## config.mk

```make
export PLATFORM = sky130hd
export DESIGN_NAME = dec_parity_16bit
export DESIGN_NICKNAME = d
export VERILOG_FILES = /design/src/rtl/parity16_pkg.sv /design/src/rtl/parity16_syndrome.sv /design/src/rtl/dec_parity_16bit.sv
export SDC_FILE = /design/constraint.sdc
export NUM_CORES = 1
export LEC_CHECK = 0
export ABC_AREA = 1
export CAP_MARGIN = 30
export CORE_ASPECT_RATIO = 1.2
export CORE_MARGIN = 1.5
export CORE_UTILIZATION = 25
export DETAILED_ROUTE_END_ITERATION = 10
export GPL_ROUTABILITY_DRIVEN = 0
export PLACE_DENSITY = 0.45
export RECOVER_POWER = 25
export SYNTH_ARGS = -nofsm -noshare
export SYNTH_HDL_FRONTEND = slang
export SYNTH_SLANG_ARGS = --single-unit
export TNS_END_PERCENT = 10
```

## constraint.sdc

```tcl
create_clock -name clk -period 2.2 [get_ports clk]
set_clock_uncertainty 0.15 [all_clocks]
set_input_delay 0.33 -clock clk [delete_from_list [all_inputs] [get_ports clk]]
set_output_delay 0.33 -clock clk [all_outputs]
set_load 0.1 [all_outputs]
```

## src/rtl/parity16_pkg.sv

```systemverilog
// Shared constants, column table and check-bit helpers for the 16-bit SECDED word.
// Used by the syndrome unit, the decoder top level and the encoder-side model.
package parity16_pkg;

    localparam int DATA_W = 11;
    localparam int CHK_W  = 5;
    localparam int CW_W   = 16;

    // Syndrome column of each data bit, {s4..s0}
    localparam logic [CHK_W-1:0] COL_D0  = 5'b11111;
    localparam logic [CHK_W-1:0] COL_D1  = 5'b01110;
    localparam logic [CHK_W-1:0] COL_D2  = 5'b10110;
    localparam logic [CHK_W-1:0] COL_D3  = 5'b00111;
    localparam logic [CHK_W-1:0] COL_D4  = 5'b11010;
    localparam logic [CHK_W-1:0] COL_D5  = 5'b01011;
    localparam logic [CHK_W-1:0] COL_D6  = 5'b10011;
    localparam logic [CHK_W-1:0] COL_D7  = 5'b11100;
    localparam logic [CHK_W-1:0] COL_D8  = 5'b01101;
    localparam logic [CHK_W-1:0] COL_D9  = 5'b10101;
    localparam logic [CHK_W-1:0] COL_D10 = 5'b11001;

    // Result bundle held in the output stage
    typedef struct packed {
        logic [DATA_W-1:0] data;
        logic [CHK_W-1:0]  syn;
        logic              single;
        logic              chk_only;
        logic              dbl;
    } dec_res_t;

    function automatic logic [CHK_W-1:0] calc_chk(input logic [DATA_W-1:0] d);
        logic [CHK_W-1:0] c;
        c[0] = d[0] ^ d[3] ^ d[5] ^ d[6] ^ d[8] ^ d[9] ^ d[10];
        c[1] = d[0] ^ d[1] ^ d[2] ^ d[3] ^ d[4] ^ d[5] ^ d[6];
        c[2] = d[0] ^ d[1] ^ d[2] ^ d[3] ^ d[7] ^ d[8] ^ d[9];
        c[3] = d[0] ^ d[1] ^ d[4] ^ d[5] ^ d[7] ^ d[8] ^ d[10];
        c[4] = d[0] ^ d[2] ^ d[4] ^ d[6] ^ d[7] ^ d[9] ^ d[10];
        return c;
    endfunction

    // One-hot flip mask for a syndrome that names a data bit, else zero
    function automatic logic [DATA_W-1:0] syn_to_mask(input logic [CHK_W-1:0] s);
        logic [DATA_W-1:0] m;
        m = '0;
        case (s)
            COL_D0:  m[0]  = 1'b1;
            COL_D1:  m[1]  = 1'b1;
            COL_D2:  m[2]  = 1'b1;
            COL_D3:  m[3]  = 1'b1;
            COL_D4:  m[4]  = 1'b1;
            COL_D5:  m[5]  = 1'b1;
            COL_D6:  m[6]  = 1'b1;
            COL_D7:  m[7]  = 1'b1;
            COL_D8:  m[8]  = 1'b1;
            COL_D9:  m[9]  = 1'b1;
            COL_D10: m[10] = 1'b1;
            default: m = '0;
        endcase
        return m;
    endfunction

endpackage

```

## src/rtl/parity16_syndrome.sv

```systemverilog
// Combinational check-bit recompute and syndrome for one 16-bit codeword.
// Ports: i_cw codeword ([10:0] data, [15:11] check), o_syn syndrome s[4:0].
module parity16_syndrome
    import parity16_pkg::*;
(
    input  logic [CW_W-1:0]  i_cw,
    output logic [CHK_W-1:0] o_syn
);

    logic [CHK_W-1:0] w_chk;

    assign w_chk = calc_chk(i_cw[DATA_W-1:0]);
    assign o_syn = w_chk ^ i_cw[CW_W-1:DATA_W];

endmodule

```

## src/rtl/dec_parity_16bit.sv

```systemverilog
// Two-stage SECDED decoder: stage 1 holds data+syndrome, stage 2 holds the
// corrected result. Ports: in_* / out_* valid-ready streams, flags, counters.
module dec_parity_16bit
    import parity16_pkg::*;
#(
    parameter int CNT_W = 16
) (
    input  logic              clk,
    input  logic              rst_n,
    input  logic              in_valid,
    output logic              in_ready,
    input  logic [CW_W-1:0]   codeword_in,
    output logic              out_valid,
    input  logic              out_ready,
    output logic [DATA_W-1:0] data_out,
    output logic [CHK_W-1:0]  syndrome_out,
    output logic              err_single,
    output logic              err_chk_only,
    output logic              err_double,
    input  logic              cnt_clr,
    output logic [CNT_W-1:0]  cnt_corrected,
    output logic [CNT_W-1:0]  cnt_uncorrectable
);

    logic              w_s2_adv;
    logic              w_out_fire;
    logic [CHK_W-1:0]  w_syn;
    logic [DATA_W-1:0] w_mask;
    logic              w_wt1;
    logic              w_single;
    dec_res_t          w_res;

    logic              r_s1_valid;
    logic [DATA_W-1:0] r_s1_data;
    logic [CHK_W-1:0]  r_s1_syn;
    logic              r_s2_valid;
    dec_res_t          r_s2;
    logic [CNT_W-1:0]  r_cnt_corr;
    logic [CNT_W-1:0]  r_cnt_unc;

    parity16_syndrome u_syn (
        .i_cw  (codeword_in),
        .o_syn (w_syn)
    );

    // Stage 1 moves forward exactly when stage 2 can take its word
    assign w_s2_adv   = !r_s2_valid || out_ready;
    assign in_ready   = !r_s1_valid || w_s2_adv;
    assign w_out_fire = r_s2_valid && out_ready;

    always_ff @(posedge clk) begin
        if (!rst_n) begin
            r_s1_valid <= 1'b0;
            r_s1_data  <= '0;
            r_s1_syn   <= '0;
        end else if (in_ready) begin
            r_s1_valid <= in_valid;
            r_s1_data  <= codeword_in[DATA_W-1:0];
            r_s1_syn   <= w_syn;
        end
    end

    // Column syndromes all have weight >= 3, so a weight-1 syndrome can only
    // be a check-bit hit; any other unmatched nonzero syndrome is uncorrectable.
    always_comb begin
        w_res          = '0;
        w_mask         = syn_to_mask(r_s1_syn);
        w_wt1          = (r_s1_syn != '0) &&
                         ((r_s1_syn & (r_s1_syn - 5'd1)) == '0);
        w_single       = (|w_mask) || w_wt1;
        w_res.data     = r_s1_data ^ w_mask;
        w_res.syn      = r_s1_syn;
        w_res.single   = w_single;
        w_res.chk_only = w_wt1;
        w_res.dbl      = (r_s1_syn != '0) && !w_single;
    end

    always_ff @(posedge clk) begin
        if (!rst_n) begin
            r_s2_valid <= 1'b0;
            r_s2       <= '0;
        end else if (w_s2_adv) begin
            r_s2_valid <= r_s1_valid;
            r_s2       <= w_res;
        end
    end

    always_ff @(posedge clk) begin
        if (!rst_n) begin
            r_cnt_corr <= '0;
            r_cnt_unc  <= '0;
        end else if (cnt_clr) begin
            r_cnt_corr <= '0;
            r_cnt_unc  <= '0;
        end else begin
            if (w_out_fire && r_s2.single && (r_cnt_corr != '1)) begin
                r_cnt_corr <= r_cnt_corr + CNT_W'(1);
            end
            if (w_out_fire && r_s2.dbl && (r_cnt_unc != '1)) begin
                r_cnt_unc <= r_cnt_unc + CNT_W'(1);
            end
        end
    end

    assign out_valid         = r_s2_valid;
    assign data_out          = r_s2.data;
    assign syndrome_out      = r_s2.syn;
    assign err_single        = r_s2.single;
    assign err_chk_only      = r_s2.chk_only;
    assign err_double        = r_s2.dbl;
    assign cnt_corrected     = r_cnt_corr;
    assign cnt_uncorrectable = r_cnt_unc;

endmodule

```

==> results.sh <==
export IMPL_outcome="complete, no violations"
export IMPL_met2_usage=0.228
export IMPL_synth_top_cells_by_count="nand2_1, dfxtp_1, inv_1"
export IMPL_num_antenna_cells=0
export IMPL_end_kind="output pin"
export IMPL_cts_tree="built"
export IMPL_coreArea_mm2=0.0151
export IMPL_avgSynthCellArea_um2=6.80
export IMPL_route_detailed_drc=0
export IMPL_overflow=0
export IMPL_synth_nets=593
export IMPL_antenna_left=0
export IMPL_cp_start_kind="input port"
export IMPL_yosys_area_top_type="dfxtp_1"
export IMPL_cts_sinks=69
export IMPL_grt_max_degree=25
export IMPL_rsz0062_at_grt="false"
export IMPL_p_per_area_mw_per_mm2=745
export IMPL_hold_violations=0
export IMPL_die_area_mm2=0.0163
export IMPL_cts_buffers=9
export IMPL_antenna_found_initial=0
export IMPL_synth_main_ff_cell="dfxtp_1"
export IMPL_track_usage=0.138
export IMPL_maxCapViolCount=0
export IMPL_cp_max_fo=17
export IMPL_yosysWarnings=0
export IMPL_initial_core_util=0.257
export IMPL_syn_cell_area_mm2=0.00388
export IMPL_grt_use_met1=0.168
export IMPL_grtUsageMet3=0.0401
export IMPL_hpwl_um=8320
export IMPL_grt_pass1_vias=3516
export IMPL_die_h_um=139
export IMPL_crit_type="input port to output pin"
export IMPL_fill_cells=1673
export IMPL_portBuffers=73
export IMPL_placed_cells=844
export IMPL_ir_drop_v=0.000321
export IMPL_clkLatencyLatePin_ns=0.34
export IMPL_fin_crit_ns=2.05
export IMPL_synth_area_leaders="dfxtp_1, nand2_1, xor2_1"
export IMPL_vias=3712
export IMPL_path_clk_slew_ns=0.05
export IMPL_clk_path_buf_depth=2
export IMPL_async_flop_share=0
export IMPL_tns_ns=0
export IMPL_synth_cell_type_count=31
export IMPL_rrSetupSlack_ns=0.42
export IMPL_area_growth_pct=30.2
export IMPL_cts_resized=0
export IMPL_ys_ff_latch=69
export IMPL_synth_most_common_cell="nand2_1"
export IMPL_fmax_mhz=488
export IMPL_timing_slew_headroom=0.618
export IMPL_slowest_stage="dlygate4sd3_1"
export IMPL_vias_per_cell=4.32
export IMPL_synth_edf_count=0
export IMPL_ctsHoldBuffers=0
export IMPL_seq_area_frac_synth=0.356
export IMPL_critPathTopFamily="buffers and inverters"
export IMPL_finalSetupViolCount=0
export IMPL_min_period_over_period=0.932
export IMPL_crit_buf_inv=4
export IMPL_synthCells=570
export IMPL_drt_initial_drc_count=225
export IMPL_critPathMaxStageDelay_ns=0.61
export IMPL_wl_per_cell_um=12.3
export IMPL_p_leak_nw=2.22
export IMPL_die_x_um=117
export IMPL_dr_pass1_iters=4
export IMPL_cts_root_buf="clkbuf_16"
export IMPL_path_cells="dlygate4sd3_1 -> nor2_4 -> inv_2 -> nor2_4 -> inv_2 -> buf_12"
export IMPL_core_rowCount=49
export IMPL_postCtsSetupBuffers=0
export IMPL_tightest_slew_ns=0.576
export IMPL_wirelength_um=10600
export IMPL_grt_busiest_layer="met2"
export IMPL_final_cells=860
export IMPL_hp_class="flip-flop to flip-flop"
export IMPL_io_pins=74
export IMPL_arrival_ns=1.57
export IMPL_drv_slew=0
export IMPL_nets=674
export IMPL_post_route_cells_drive_above_1_share=0.174
export IMPL_grt_pass1_wl_um=17400
export IMPL_synth_top_area_frac=0.356
export IMPL_cp_data_required_time_ns=1.72
export IMPL_htree_levels=3
==> state kept, by name, summed over array words and instances, names as in the netlist <==
register and flops:
err_chk_only 1, cnt_uncorrectable 16, err_single 1, syndrome_out 5, cnt_corrected 16, r_s1_valid 1, err_double 1, r_s1_data 11
data_out 11, out_valid 1, r_s1_syn 5
==> layer usage <==
metal,vias up,part of all wire
met4,0,0.021
met1,1649,0.46
met2,79,0.48
met3,17,0.042
li1,1967,-
met5,-,0
==> cell usage in the layout, fill, tap and decap left out, drive strengths merged, types with 2 or more instances in the layout <==
cell type	netlist	layout
nand2	158	158
inv	70	71
dfxtp	69	69
nor2	63	63
a21oi	49	49
buf	8	45
nand3	39	39
o21ai	36	36
clkbuf	6	30
xor2	29	29
clkdlybuf4s50	0	19
xnor2	14	14
o21bai	11	11
nor3	6	6
nand4	5	5
bufinv	0	3
nand3b	2	2
ha	2	2
==> cells by family after synthesis <==
kind of cell / Yosys count / synth area share
flops: 69 / 0.356
buf+inv: 84 / 0.0910
simple gates: 274 / 0.304
fa+ha+maj: 2 / 0.00645
compound gates: 98 / 0.145
xor+xnor: 43 / 0.0972
==> worst reg2reg max path, cell delays in order, from the launching register on <==
cell and delay, ns:
dfxtp_2 0.37, ha_1 0.24, nand3_2 0.11, nor2_4 0.20
nand3_2 0.13, nand2_4 0.10, buf_4 0.20, o21ai_0 0.10
a21oi_1 0.12
==> layout make-up <==
type,count,area (µm²),share of cell area
multi-input combinational,417,2140,0.424
sequential,69,1390,0.276
timing repair buffer,84,646,0.128
inverter,70,263,0.0521
tap,204,255,0.0506
clock buffer,11,243,0.0481
clock inverter,5,106,0.0211
==> per-stage QoR <==
step / util / total power [mW] / worst slack (ns) / hold slack [ns] / instance area (µm²)
detailed placement: 0.315 / 2.11 / 0.177 / 0.315 / 4740
global placement: 0.315 / 2.10 / 0.185 / 0.309 / 4740
global route: 0.335 / 3.95 / 0.0802 / 0.348 / 5050
floorplan: - / 1.91 / -0.0655 / 0.304 / 3890
CTS: 0.338 / 3.83 / 0.219 / 0.323 / 5090
finish: 0.335 / 3.76 / 0.149 / 0.323 / 5050
==> power by group <==
part	switching [mW]	internal, mW
Sequential	0.0553	1.31
Combinational	0.507	0.180
Clock	0.561	1.14
==> path summary, 6_finish.rpt <==
kind,start,endpoint,depth (start not counted)
worst max-delay path,out_ready,in_ready,6
worst min-delay path,err_chk_only,err_chk_only,2
worst max register to register,cnt_corrected[0],cnt_corrected[2],8
worst min register to register,err_chk_only,err_chk_only,2
Power figures use the tool's default switching activity.
